$ cat src/rtl/perf_pkg.sv
`default_nettype none
// ============================================================================
//  Module   : perf_pkg
//  Purpose  : Shared types and helpers for the performance counter bank:
//             FSM state encoding, read-selector width helper and the
//             selector value that addresses the cycle counter.
//  Revision : 1.0  initial release
// ============================================================================
package perf_pkg;

   typedef enum logic [1:0] {
      IDLE   = 2'd0,
      RUN    = 2'd1,
      HALTED = 2'd2
   } perf_state_e;

   // Selector 0 always addresses the free-running cycle counter.
   localparam int CYCLE_SEL = 0;

   // Bits needed to address the cycle counter plus every event counter.
   function automatic int sel_w(input int num_events);
      return $clog2(num_events + 1);
   endfunction

endpackage : perf_pkg
`default_nettype wire

$ cat src/rtl/perf_counter_bank_if.sv
`default_nettype none
// ============================================================================
//  Module   : perf_counter_bank_if
//  Purpose  : Read port of the performance counter bank.
//  Ports    : rd_en/rd_sel   request (master -> slave)
//             rd_data        registered counter value (slave -> master)
//             rd_valid       rd_data valid this cycle
//             rd_err         selector out of range
//  Revision : 1.0  initial release
// ============================================================================
interface perf_counter_bank_if #(
   parameter int NUM_EVENTS = 6,
   parameter int CNT_W      = 32
);
   localparam int SEL_W = perf_pkg::sel_w(NUM_EVENTS);

   logic             rd_en;
   logic [SEL_W-1:0] rd_sel;
   logic [CNT_W-1:0] rd_data;
   logic             rd_valid;
   logic             rd_err;

   modport master (output rd_en, output rd_sel,
                   input  rd_data, input rd_valid, input rd_err);
   modport slave  (input  rd_en, input rd_sel,
                   output rd_data, output rd_valid, output rd_err);
endinterface : perf_counter_bank_if
`default_nettype wire

$ cat src/rtl/perf_counter.sv
`default_nettype none
// ============================================================================
//  Module   : perf_counter
//  Purpose  : One CNT_W-bit event counter with synchronous clear, optional
//             saturation and a sticky overflow flag.
//  Ports    : clk, rst_n     clock, async active-low reset
//             inc            count this cycle
//             clr            zero count and overflow flag (wins over inc)
//             cnt            current count
//             ovf            sticky overflow flag
//  Revision : 1.0  initial release
// ============================================================================
module perf_counter #(
   parameter int CNT_W    = 32,
   parameter bit SATURATE = 1'b1
) (
   input  wire              clk,
   input  wire              rst_n,
   input  wire              inc,
   input  wire              clr,
   output logic [CNT_W-1:0] cnt,
   output logic             ovf
);

   logic [CNT_W-1:0] cnt_q, cnt_d;
   logic             ovf_q, ovf_d;

   always_comb begin
      cnt_d = cnt_q;
      ovf_d = ovf_q;
      if (clr) begin
         cnt_d = '0;
         ovf_d = 1'b0;
      end else if (inc) begin
         if (&cnt_q) begin
            // Increment at all-ones: flag it, then stick or wrap.
            ovf_d = 1'b1;
            cnt_d = SATURATE ? cnt_q : '0;
         end else begin
            cnt_d = cnt_q + CNT_W'(1);
         end
      end
   end

   always_ff @(posedge clk or negedge rst_n) begin
      if (!rst_n) begin
         cnt_q <= '0;
         ovf_q <= 1'b0;
      end else begin
         cnt_q <= cnt_d;
         ovf_q <= ovf_d;
      end
   end

   assign cnt = cnt_q;
   assign ovf = ovf_q;

endmodule : perf_counter
`default_nettype wire

$ cat src/rtl/perf_counter_bank.sv
`default_nettype none
// ============================================================================
//  Module   : perf_counter_bank
//  Purpose  : Cycle counter plus NUM_EVENTS event counters gated by an
//             IDLE/RUN/HALTED state machine, with a registered read port.
//  Ports    : clk, rst_n     clock, async active-low reset
//             start/clear/halt  control strobes (clear has priority)
//             event_i        per-cycle event strobes (bit k -> counter k+1)
//             rd_if          read port (slave side)
//             ovf            sticky overflow flags, bit 0 = cycle counter
//             running/halted state indications, done = entry into HALTED
//  Revision : 1.0  initial release
// ============================================================================
module perf_counter_bank
   import perf_pkg::*;
#(
   parameter int NUM_EVENTS = 6,
   parameter int CNT_W      = 32,
   parameter bit SATURATE   = 1'b1
) (
   input  wire                   clk,
   input  wire                   rst_n,
   input  wire                   start,
   input  wire                   clear,
   input  wire                   halt,
   input  wire  [NUM_EVENTS-1:0] event_i,
   perf_counter_bank_if.slave    rd_if,
   output logic [NUM_EVENTS:0]   ovf,
   output logic                  running,
   output logic                  halted,
   output logic                  done
);

   localparam int SEL_W = sel_w(NUM_EVENTS);

   perf_state_e      state_q, state_d;
   logic             done_q, done_d;
   logic [CNT_W-1:0] rd_data_q, rd_data_d;
   logic             rd_valid_q, rd_valid_d;
   logic             rd_err_q, rd_err_d;

   logic             count_en;
   logic [NUM_EVENTS:0] inc_vec;
   logic [CNT_W-1:0] cnt_arr [NUM_EVENTS+1];

   // ---------------- state machine ----------------
   always_comb begin
      state_d = state_q;
      done_d  = 1'b0;
      if (clear) begin
         state_d = IDLE;
      end else begin
         unique case (state_q)
            IDLE:    if (start) state_d = RUN;
            RUN:     if (halt) begin
                        state_d = HALTED;
                        done_d  = 1'b1;
                     end
            HALTED:  state_d = HALTED;
            default: state_d = IDLE;
         endcase
      end
   end

   // The halt cycle is still counted; clear overrides counting.
   assign count_en = (state_q == RUN) && !clear;

   always_comb begin
      inc_vec            = '0;
      inc_vec[CYCLE_SEL] = count_en;
      for (int k = 1; k <= NUM_EVENTS; k++) begin
         inc_vec[k] = count_en & event_i[k-1];
      end
   end

   // ---------------- counters ----------------
   for (genvar g = 0; g <= NUM_EVENTS; g++) begin : g_cnt
      perf_counter #(
         .CNT_W    (CNT_W),
         .SATURATE (SATURATE)
      ) u_cnt (
         .clk   (clk),
         .rst_n (rst_n),
         .inc   (inc_vec[g]),
         .clr   (clear),
         .cnt   (cnt_arr[g]),
         .ovf   (ovf[g])
      );
   end

   // ---------------- read port ----------------
   // Reads return the pre-edge counter value; rd_data holds when idle.
   always_comb begin
      rd_data_d  = rd_data_q;
      rd_valid_d = 1'b0;
      rd_err_d   = 1'b0;
      if (rd_if.rd_en) begin
         rd_valid_d = 1'b1;
         rd_data_d  = '0;
         if (rd_if.rd_sel > SEL_W'(NUM_EVENTS)) begin
            rd_err_d = 1'b1;
         end else begin
            for (int k = 0; k <= NUM_EVENTS; k++) begin
               if (rd_if.rd_sel == SEL_W'(k)) rd_data_d = cnt_arr[k];
            end
         end
      end
   end

   always_ff @(posedge clk or negedge rst_n) begin
      if (!rst_n) begin
         state_q    <= IDLE;
         done_q     <= 1'b0;
         rd_data_q  <= '0;
         rd_valid_q <= 1'b0;
         rd_err_q   <= 1'b0;
      end else begin
         state_q    <= state_d;
         done_q     <= done_d;
         rd_data_q  <= rd_data_d;
         rd_valid_q <= rd_valid_d;
         rd_err_q   <= rd_err_d;
      end
   end

   assign rd_if.rd_data  = rd_data_q;
   assign rd_if.rd_valid = rd_valid_q;
   assign rd_if.rd_err   = rd_err_q;
   assign running        = (state_q == RUN);
   assign halted         = (state_q == HALTED);
   assign done           = done_q;

endmodule : perf_counter_bank
`default_nettype wire

$ cat src/flat_wrapper.sv
// flat-port wrapper written by rule: the top's interface ports become plain ports
module perf_counter_bank_flat import perf_pkg::*;
#(
   parameter int NUM_EVENTS = 6,
   parameter int CNT_W      = 32,
   parameter bit SATURATE   = 1'b1
)
  (clk, rst_n, start, clear, halt, event_i, ovf, running, halted, done, rd_if_rd_en, rd_if_rd_sel, rd_if_rd_data, rd_if_rd_valid, rd_if_rd_err);
  perf_counter_bank_if #(.NUM_EVENTS(NUM_EVENTS), .CNT_W(CNT_W)) rd_if_i ();
  input  wire clk;
  input  wire rst_n;
  input  wire start;
  input  wire clear;
  input  wire halt;
  input  wire  [NUM_EVENTS-1:0] event_i;
  output logic [NUM_EVENTS:0] ovf;
  output logic running;
  output logic halted;
  output logic done;
  input wire logic [$bits(rd_if_i.rd_en)-1:0] rd_if_rd_en;
  input wire logic [$bits(rd_if_i.rd_sel)-1:0] rd_if_rd_sel;
  output wire logic [$bits(rd_if_i.rd_data)-1:0] rd_if_rd_data;
  output wire logic [$bits(rd_if_i.rd_valid)-1:0] rd_if_rd_valid;
  output wire logic [$bits(rd_if_i.rd_err)-1:0] rd_if_rd_err;
  assign rd_if_i.rd_en = rd_if_rd_en;
  assign rd_if_i.rd_sel = rd_if_rd_sel;
  assign rd_if_rd_data = rd_if_i.rd_data;
  assign rd_if_rd_valid = rd_if_i.rd_valid;
  assign rd_if_rd_err = rd_if_i.rd_err;
  perf_counter_bank #(.NUM_EVENTS(NUM_EVENTS), .CNT_W(CNT_W), .SATURATE(SATURATE)) u_core (.clk(clk), .rst_n(rst_n), .start(start), .clear(clear), .halt(halt), .event_i(event_i), .rd_if(rd_if_i), .ovf(ovf), .running(running), .halted(halted), .done(done));
endmodule
$ cat config.mk
export PLATFORM = sky130hd
export DESIGN_NAME = perf_counter_bank_flat
export DESIGN_NICKNAME = d
export VERILOG_FILES = /design/src/rtl/perf_pkg.sv /design/src/rtl/perf_counter_bank_if.sv /design/src/rtl/perf_counter.sv /design/src/rtl/perf_counter_bank.sv /design/src/flat_wrapper.sv
export SDC_FILE = /design/constraint.sdc
export NUM_CORES = 1
export LEC_CHECK = 0
export CAP_MARGIN = 20
export CORE_ASPECT_RATIO = 1.4
export CORE_MARGIN = 2
export CORE_UTILIZATION = 35
export CTS_BUF_LIST = sky130_fd_sc_hd__clkbuf_8
export CTS_CLUSTER_DIAMETER = 120
export DETAILED_ROUTE_END_ITERATION = 6
export SLEW_MARGIN = 20
export SYNTH_ARGS = -nofsm -noshare
export SYNTH_HDL_FRONTEND = slang
export SYNTH_HIERARCHICAL = 1
export SYNTH_SLANG_ARGS = --single-unit
$ cat constraint.sdc
create_clock -name clk -period 7.4 [get_ports clk]
set_clock_uncertainty 0.05 [all_clocks]
set_input_delay 2.22 -clock clk [delete_from_list [all_inputs] [get_ports clk]]
set_output_delay 2.22 -clock clk [all_outputs]
set_load 0.005 [all_outputs]
# == Word level (Yosys, flattened, before mapping) ==
# Cells that the tools add are included.
# word_totals
register_bits,268
inputBits,15
out_inout_bits,44
wordCells,150
# op_classes
add_sub_neg,7
order_cmp,1
n_eq_ne,17
mux,60
bitwise_logic,6
n_reduce_logical,40
# ops
cell,n
$mux 32,29
$add 32x1->32 const B,7
$reduce_and 32->1,7
$reduce_and 2->1,15
$reduce_bool 2->1,14
$mux 1,27
$ne 2x2->1 const B,7
$eq 3x3->1 const B,3
$and 1x1->1,6
$eq 3x2->1 const B,2
$mux 2,3
$ne 3x3->1 const B,2
$pmux 2 s3,1
$eq 3x1->1 const B,1
$gt 3x3->1 const B,1
$logic_not 3->1,1
$eq 2x1->1 const B,1
$eq 2x2->1 const B,1
$logic_not 2->1,1
$logic_and 1x1->1,1
$logic_not 1->1,1

# == Depth between registers and ports, before layout ==
# depth
ltp_word,9
depth_mapped,10
mapped_depth_nobuf,9

# == Cells and area by module ==
# Netlist, hierarchy kept.
# modules_own_cells
mod,instances,cells_per_inst,area_each_um2,seq_area_each_um2
perf_counter,7,207,1881.8,825.8
perf_counter_bank,1,428,3622.2,925.9

# == Worst setup path before layout ==
# No wires, ideal clock.
# synth_path
path_kind,input port to flip-flop
from,input clear
to,register u_core.g_cnt[6].u_cnt.cnt_q[27]
setup_ps,78
arrival_time_ps,4383
required_ps,7272
setup_slack_ps,2889
path_stages,8
n_path_buf,1
path_cell_list,nor2b_1 and2_1 nand4_2 or3_1 or2_1 buf_6 or4_1 a21oi_1
# synth_via
elab_chain_cells,5
word_cells_on_any_way,7
classes_between,eq/ne: 1; mux: 1; bitwise: 1; reduce/logical: 4
# synth_lines
element,line,source
start: declaration,flat_wrapper.sv:13,input wire clear;
$logic_not 1->1,perf_counter_bank.sv:66,assign count_en = (state_q == RUN) && !clear;
$logic_and 1x1->1,perf_counter_bank.sv:66,
$and 1x1->1,perf_counter_bank.sv:72,inc_vec[k] = count_en & event_i[k-1];
via u_core.inc_vec[6],perf_counter_bank.sv:43,logic [NUM_EVENTS:0] inc_vec;
$reduce_bool 2->1 (no source line),-,
$reduce_and 2->1 (no source line),-,
end signal: assignment,perf_counter.sv:50,cnt_q <= cnt_d;
end: declaration,perf_counter.sv:25,"logic [CNT_W-1:0] cnt_q, cnt_d;"
# The timed path passes the listed nets, and every way through them passes these cells.
# A chain may end at the register's enable or synchronous reset.

# == Worst setup path in the final report ==
# layout_path
from,input clear
to,register u_core.g_cnt[6].u_cnt.cnt_q[27]
# layout_via
elab_chain_cells,5
word_cells_on_any_way,7
classes_between,eq/ne: 1; mux: 1; bitwise: 1; reduce/logical: 4
# layout_lines
element,line,source
$logic_not 1->1,perf_counter_bank.sv:66,
$logic_and 1x1->1,perf_counter_bank.sv:66,
via u_core.count_en,perf_counter_bank.sv:42,logic count_en;
$and 1x1->1,perf_counter_bank.sv:72,
via u_core.inc_vec[6],perf_counter_bank.sv:43,
$reduce_bool 2->1 (no source line),-,
$reduce_and 2->1 (no source line),-,
# The timed path passes the listed nets, and every way through them passes these cells.

==> flow_metrics.env <==
export IMPL_ant_nets=0
export IMPL_place_hpwl_um=39400
export IMPL_grt_usage_pct=22.0
export IMPL_grt_overflow_total=0
export IMPL_clock_sinks=268
export IMPL_crit_path_start_kind="input pin"
export IMPL_worst_pin_slew_ns=1.01
export IMPL_syn_instance_count=1877
export IMPL_layout_drive_gt1_share_pct=8.32
export IMPL_clk_latency_ns=0.61
export IMPL_min_period_ns=4.77
export IMPL_cp_cell_sequence="clkbuf_8 -> nor2b_2 -> buf_4 -> and2_1 -> nand4_2 -> or3_1 -> or2_1 -> or4_1 -> a21oi_1"
export IMPL_die_area_um2=49800
export IMPL_vdd_ir_drop_max_mv=0.113
export IMPL_drc=0
export IMPL_reg2reg_to="u_core/g_cnt[6].u_cnt/cnt[27]"
export IMPL_fin_crit_sh_pct=64.5
export IMPL_final_cell_count_no_fill=2541
export IMPL_maxCapViolCount=0
export IMPL_cts_tree="built"
export IMPL_status="finished, final reports clean"
export IMPL_core_area_um2=47700
export IMPL_endpoint_kind="register"
export IMPL_pwr_share_clk_pct=44.0
export IMPL_rr_startpoint="u_core/state_q[1]"
export IMPL_avgSynthCellArea_um2=8.95
export IMPL_globalplace_congestion=0.946
export IMPL_vias=15600
export IMPL_antenna_found_initial=2
export IMPL_synth_cell_type_count=43
export IMPL_synth_seq_cells=268
export IMPL_cts_root_buffer="clkbuf_8"
export IMPL_critPathArrivalTime_ns=5.25
export IMPL_dieWidth_um=189
export IMPL_tns_ns=0
export IMPL_critPathKind="input pin to register"
export IMPL_max_freq_ghz=0.210
export IMPL_synth_edf_count=0
export IMPL_synth_warning_count=6
export IMPL_clkTransAtPathRegs_ns=0.07
export IMPL_layout_nets=1902
export IMPL_crit_buf_inv=2
export IMPL_totalWireLength_um=55700
export IMPL_cts_buffer_depth=3
export IMPL_cts_resized=0
export IMPL_io_pins=59
export IMPL_cp_endpoint="u_core/g_cnt[6].u_cnt/cnt[27]"
export IMPL_powerDensity_nw_per_um2=165
export IMPL_wl_per_cell_um=21.9
export IMPL_syn_nets=1902
export IMPL_fin_util_pct=39.1
export IMPL_slowest_delay_ns=0.52
export IMPL_min_path_type="register to register"
export IMPL_grt_pass1_vias=14900
export IMPL_drt_iter0_markers=1439
export IMPL_numCtsBuffers=46
export IMPL_max_slew_margin_rel_pct=31.8
export IMPL_start_util_pct=35.2
export IMPL_synthArstFlopShare_pct=100
export IMPL_critical_path_depth=9
export IMPL_p_leak_nw=6.79
export IMPL_yosysSeqAreaShare_pct=39.9
export IMPL_grt_max_degree=181
export IMPL_die_y_um=263
export IMPL_finalSetupViolations=0
export IMPL_crit_path_max_fanout=92
export IMPL_swShare_pct=26.6
export IMPL_power_switching_uw=815
export IMPL_combPwrFrac_pct=7.2
export IMPL_r2r_cells=10
export IMPL_crit_start="clear"
export IMPL_slew_viol_final=0
export IMPL_grt_pass1_wl_um=86800
export IMPL_port_buffers=58
export IMPL_rsz0062_at_grt="false"
export IMPL_seqPwrFrac_pct=48.8
export IMPL_cts_hold_buf=0
export IMPL_rows=95
export IMPL_crit_family="simple AND/OR/NAND/NOR gates"
export IMPL_ys_flop_type="dfrtp_1"
export IMPL_critical_path_required_ns=7.88
export IMPL_vias_per_cell=6.13
export IMPL_drt_pass1_iterations=6
export IMPL_ff2ff_setup_slack_ns=4.01
export IMPL_slowest_stage="or3_1"
export IMPL_hold_viol=0
export IMPL_internal_power_mw=2.25
export IMPL_cts_setup_buffers=0
export IMPL_area_delta_synth_final_pct=10.8
export IMPL_synth_area_um2=16800
export IMPL_htree_levels=2
export IMPL_dp_cells=2457
-- state kept, by name, summed over array words and instances (netlist names) --
name / cells
u_core/rd_if.rd_data: 32
u_core/g_cnt.u_cnt/ovf: 7
u_core/g_cnt.u_cnt/cnt: 224
u_core/state_q: 2
u_core/rd_if.rd_err: 1
u_core/done: 1
u_core/rd_if.rd_valid: 1
-- per-layer routing --
| layer | routed length (µm) | track usage, % | up-vias | share of wire (%) |
|---|---|---|---|---|
| li1 | - | - | 7208 | - |
| met1 | 21600 | 26.2 | 7701 | 39 |
| met2 | 28100 | 38.3 | 538 | 50 |
| met3 | 3060 | 3.09 | 135 | 5.5 |
| met4 | 2950 | 11.7 | 0 | 5.3 |
| met5 | 0 | 0 | - | 0 |
-- worst reg2reg max path: stages (launching register included) --
cell	delay, ns
dfrtp_1	0.39
inv_1	0.08
ha_1	0.21
nor2b_2	0.18
buf_4	0.29
and2_1	0.31
nand4_2	0.24
or3_1	0.52
or2_1	0.40
or4_1	0.50
a21oi_1	0.18
-- cells in the mapped netlist (45+ instances only) --
| cell | instances | area (µm²) |
|---|---|---|
| o31ai_1 | 105 | 788 |
| or4_1 | 98 | 736 |
| nand3_1 | 70 | 350 |
| clkbuf_1 | 45 | 169 |
| nand4_1 | 84 | 526 |
| o21ai_0 | 63 | 315 |
| nor2_1 | 154 | 578 |
| xnor2_1 | 56 | 490 |
| inv_1 | 45 | 169 |
| a21oi_1 | 152 | 761 |
| nor4_1 | 70 | 438 |
| dfrtp_1 | 268 | 6710 |
| and3_1 | 63 | 394 |
| nand2_1 | 97 | 364 |
| mux2i_1 | 72 | 721 |
| buf_2 | 47 | 235 |
-- per-stage QoR --
step                      power, mW  area, µm²  hold WS, ns  setup WS (ns)
final                          3.06      18600        0.443           2.63
after global routing           3.18      18600        0.462           2.41
after CTS                      3.09      18600        0.449           2.67
after detailed placement       1.74      17700        0.435           2.06
after global placement         1.74      17700        0.437           2.19
after floorplan                1.64      16800        0.436           2.89
-- kinds of logic after synthesis --
kind of cell | after synthesis | synth area share [%]
AOI/OAI and AO/OA | 466 | 18.1
xor gates and xnor gates | 56 | 2.92
adders and majority gates | 10 | 0.745
buffers and inverters | 173 | 5.12
DFF | 268 | 39.9
muxes | 90 | 5.50
and+or+nand+nor | 814 | 27.7
-- placed cells by master (no fill, tap or decap), types with 18 or more instances in the layout --
master,count
or3_1,42
mux2i_1,72
clkbuf_8,58
xnor2_1,56
nand3_1,70
nor4_1,63
buf_4,19
and2_1,21
or4_1,98
a22oi_1,28
a21oi_1,152
o21ai_0,63
o31ai_1,105
o21ai_1,26
mux2_2,18
nand2_1,97
nand4_1,84
and4_1,42
o221ai_1,28
dfrtp_1,268
and3_1,63
clkdlybuf4s50_1,54
inv_1,56
o22ai_2,20
nor2_1,154
-- power groups by stage --
stage	Sequential (mW)	Clock [mW]	Combinational (mW)
detailed placement	1.52	0	0.218
global placement	1.52	0	0.215
global route	1.49	1.45	0.241
finish	1.49	1.35	0.220
floorplan	1.52	0	0.121
CTS	1.49	1.38	0.219
-- how the worst min path moves through the flow --
stage                                   start  cells after the start  slack, ns                         to
finish              u_core/g_cnt[4].u_cnt/ovf                      2       0.44  u_core/g_cnt[4].u_cnt/ovf
global route        u_core/g_cnt[4].u_cnt/ovf                      2       0.46  u_core/g_cnt[4].u_cnt/ovf
CTS                 u_core/g_cnt[4].u_cnt/ovf                      2       0.45  u_core/g_cnt[4].u_cnt/ovf
detailed placement  u_core/g_cnt[4].u_cnt/ovf                      2       0.43  u_core/g_cnt[4].u_cnt/ovf
global placement    u_core/g_cnt[4].u_cnt/ovf                      2       0.44  u_core/g_cnt[4].u_cnt/ovf
floorplan           u_core/g_cnt[0].u_cnt/ovf                      2       0.44  u_core/g_cnt[0].u_cnt/ovf
-- area by class of cell --
type,count,area (µm²)
Antenna cell,1,2.50
Clock buffer,57,785
Clock inverter,24,113
Fill cell,4765,29000
Inverter,45,169
Multi-Input combinational cell,1436,9280
Sequential cell,268,6710
Tap cell,630,788
Timing Repair Buffer,80,774
Note: power is estimated with default switching activity, not from simulation.
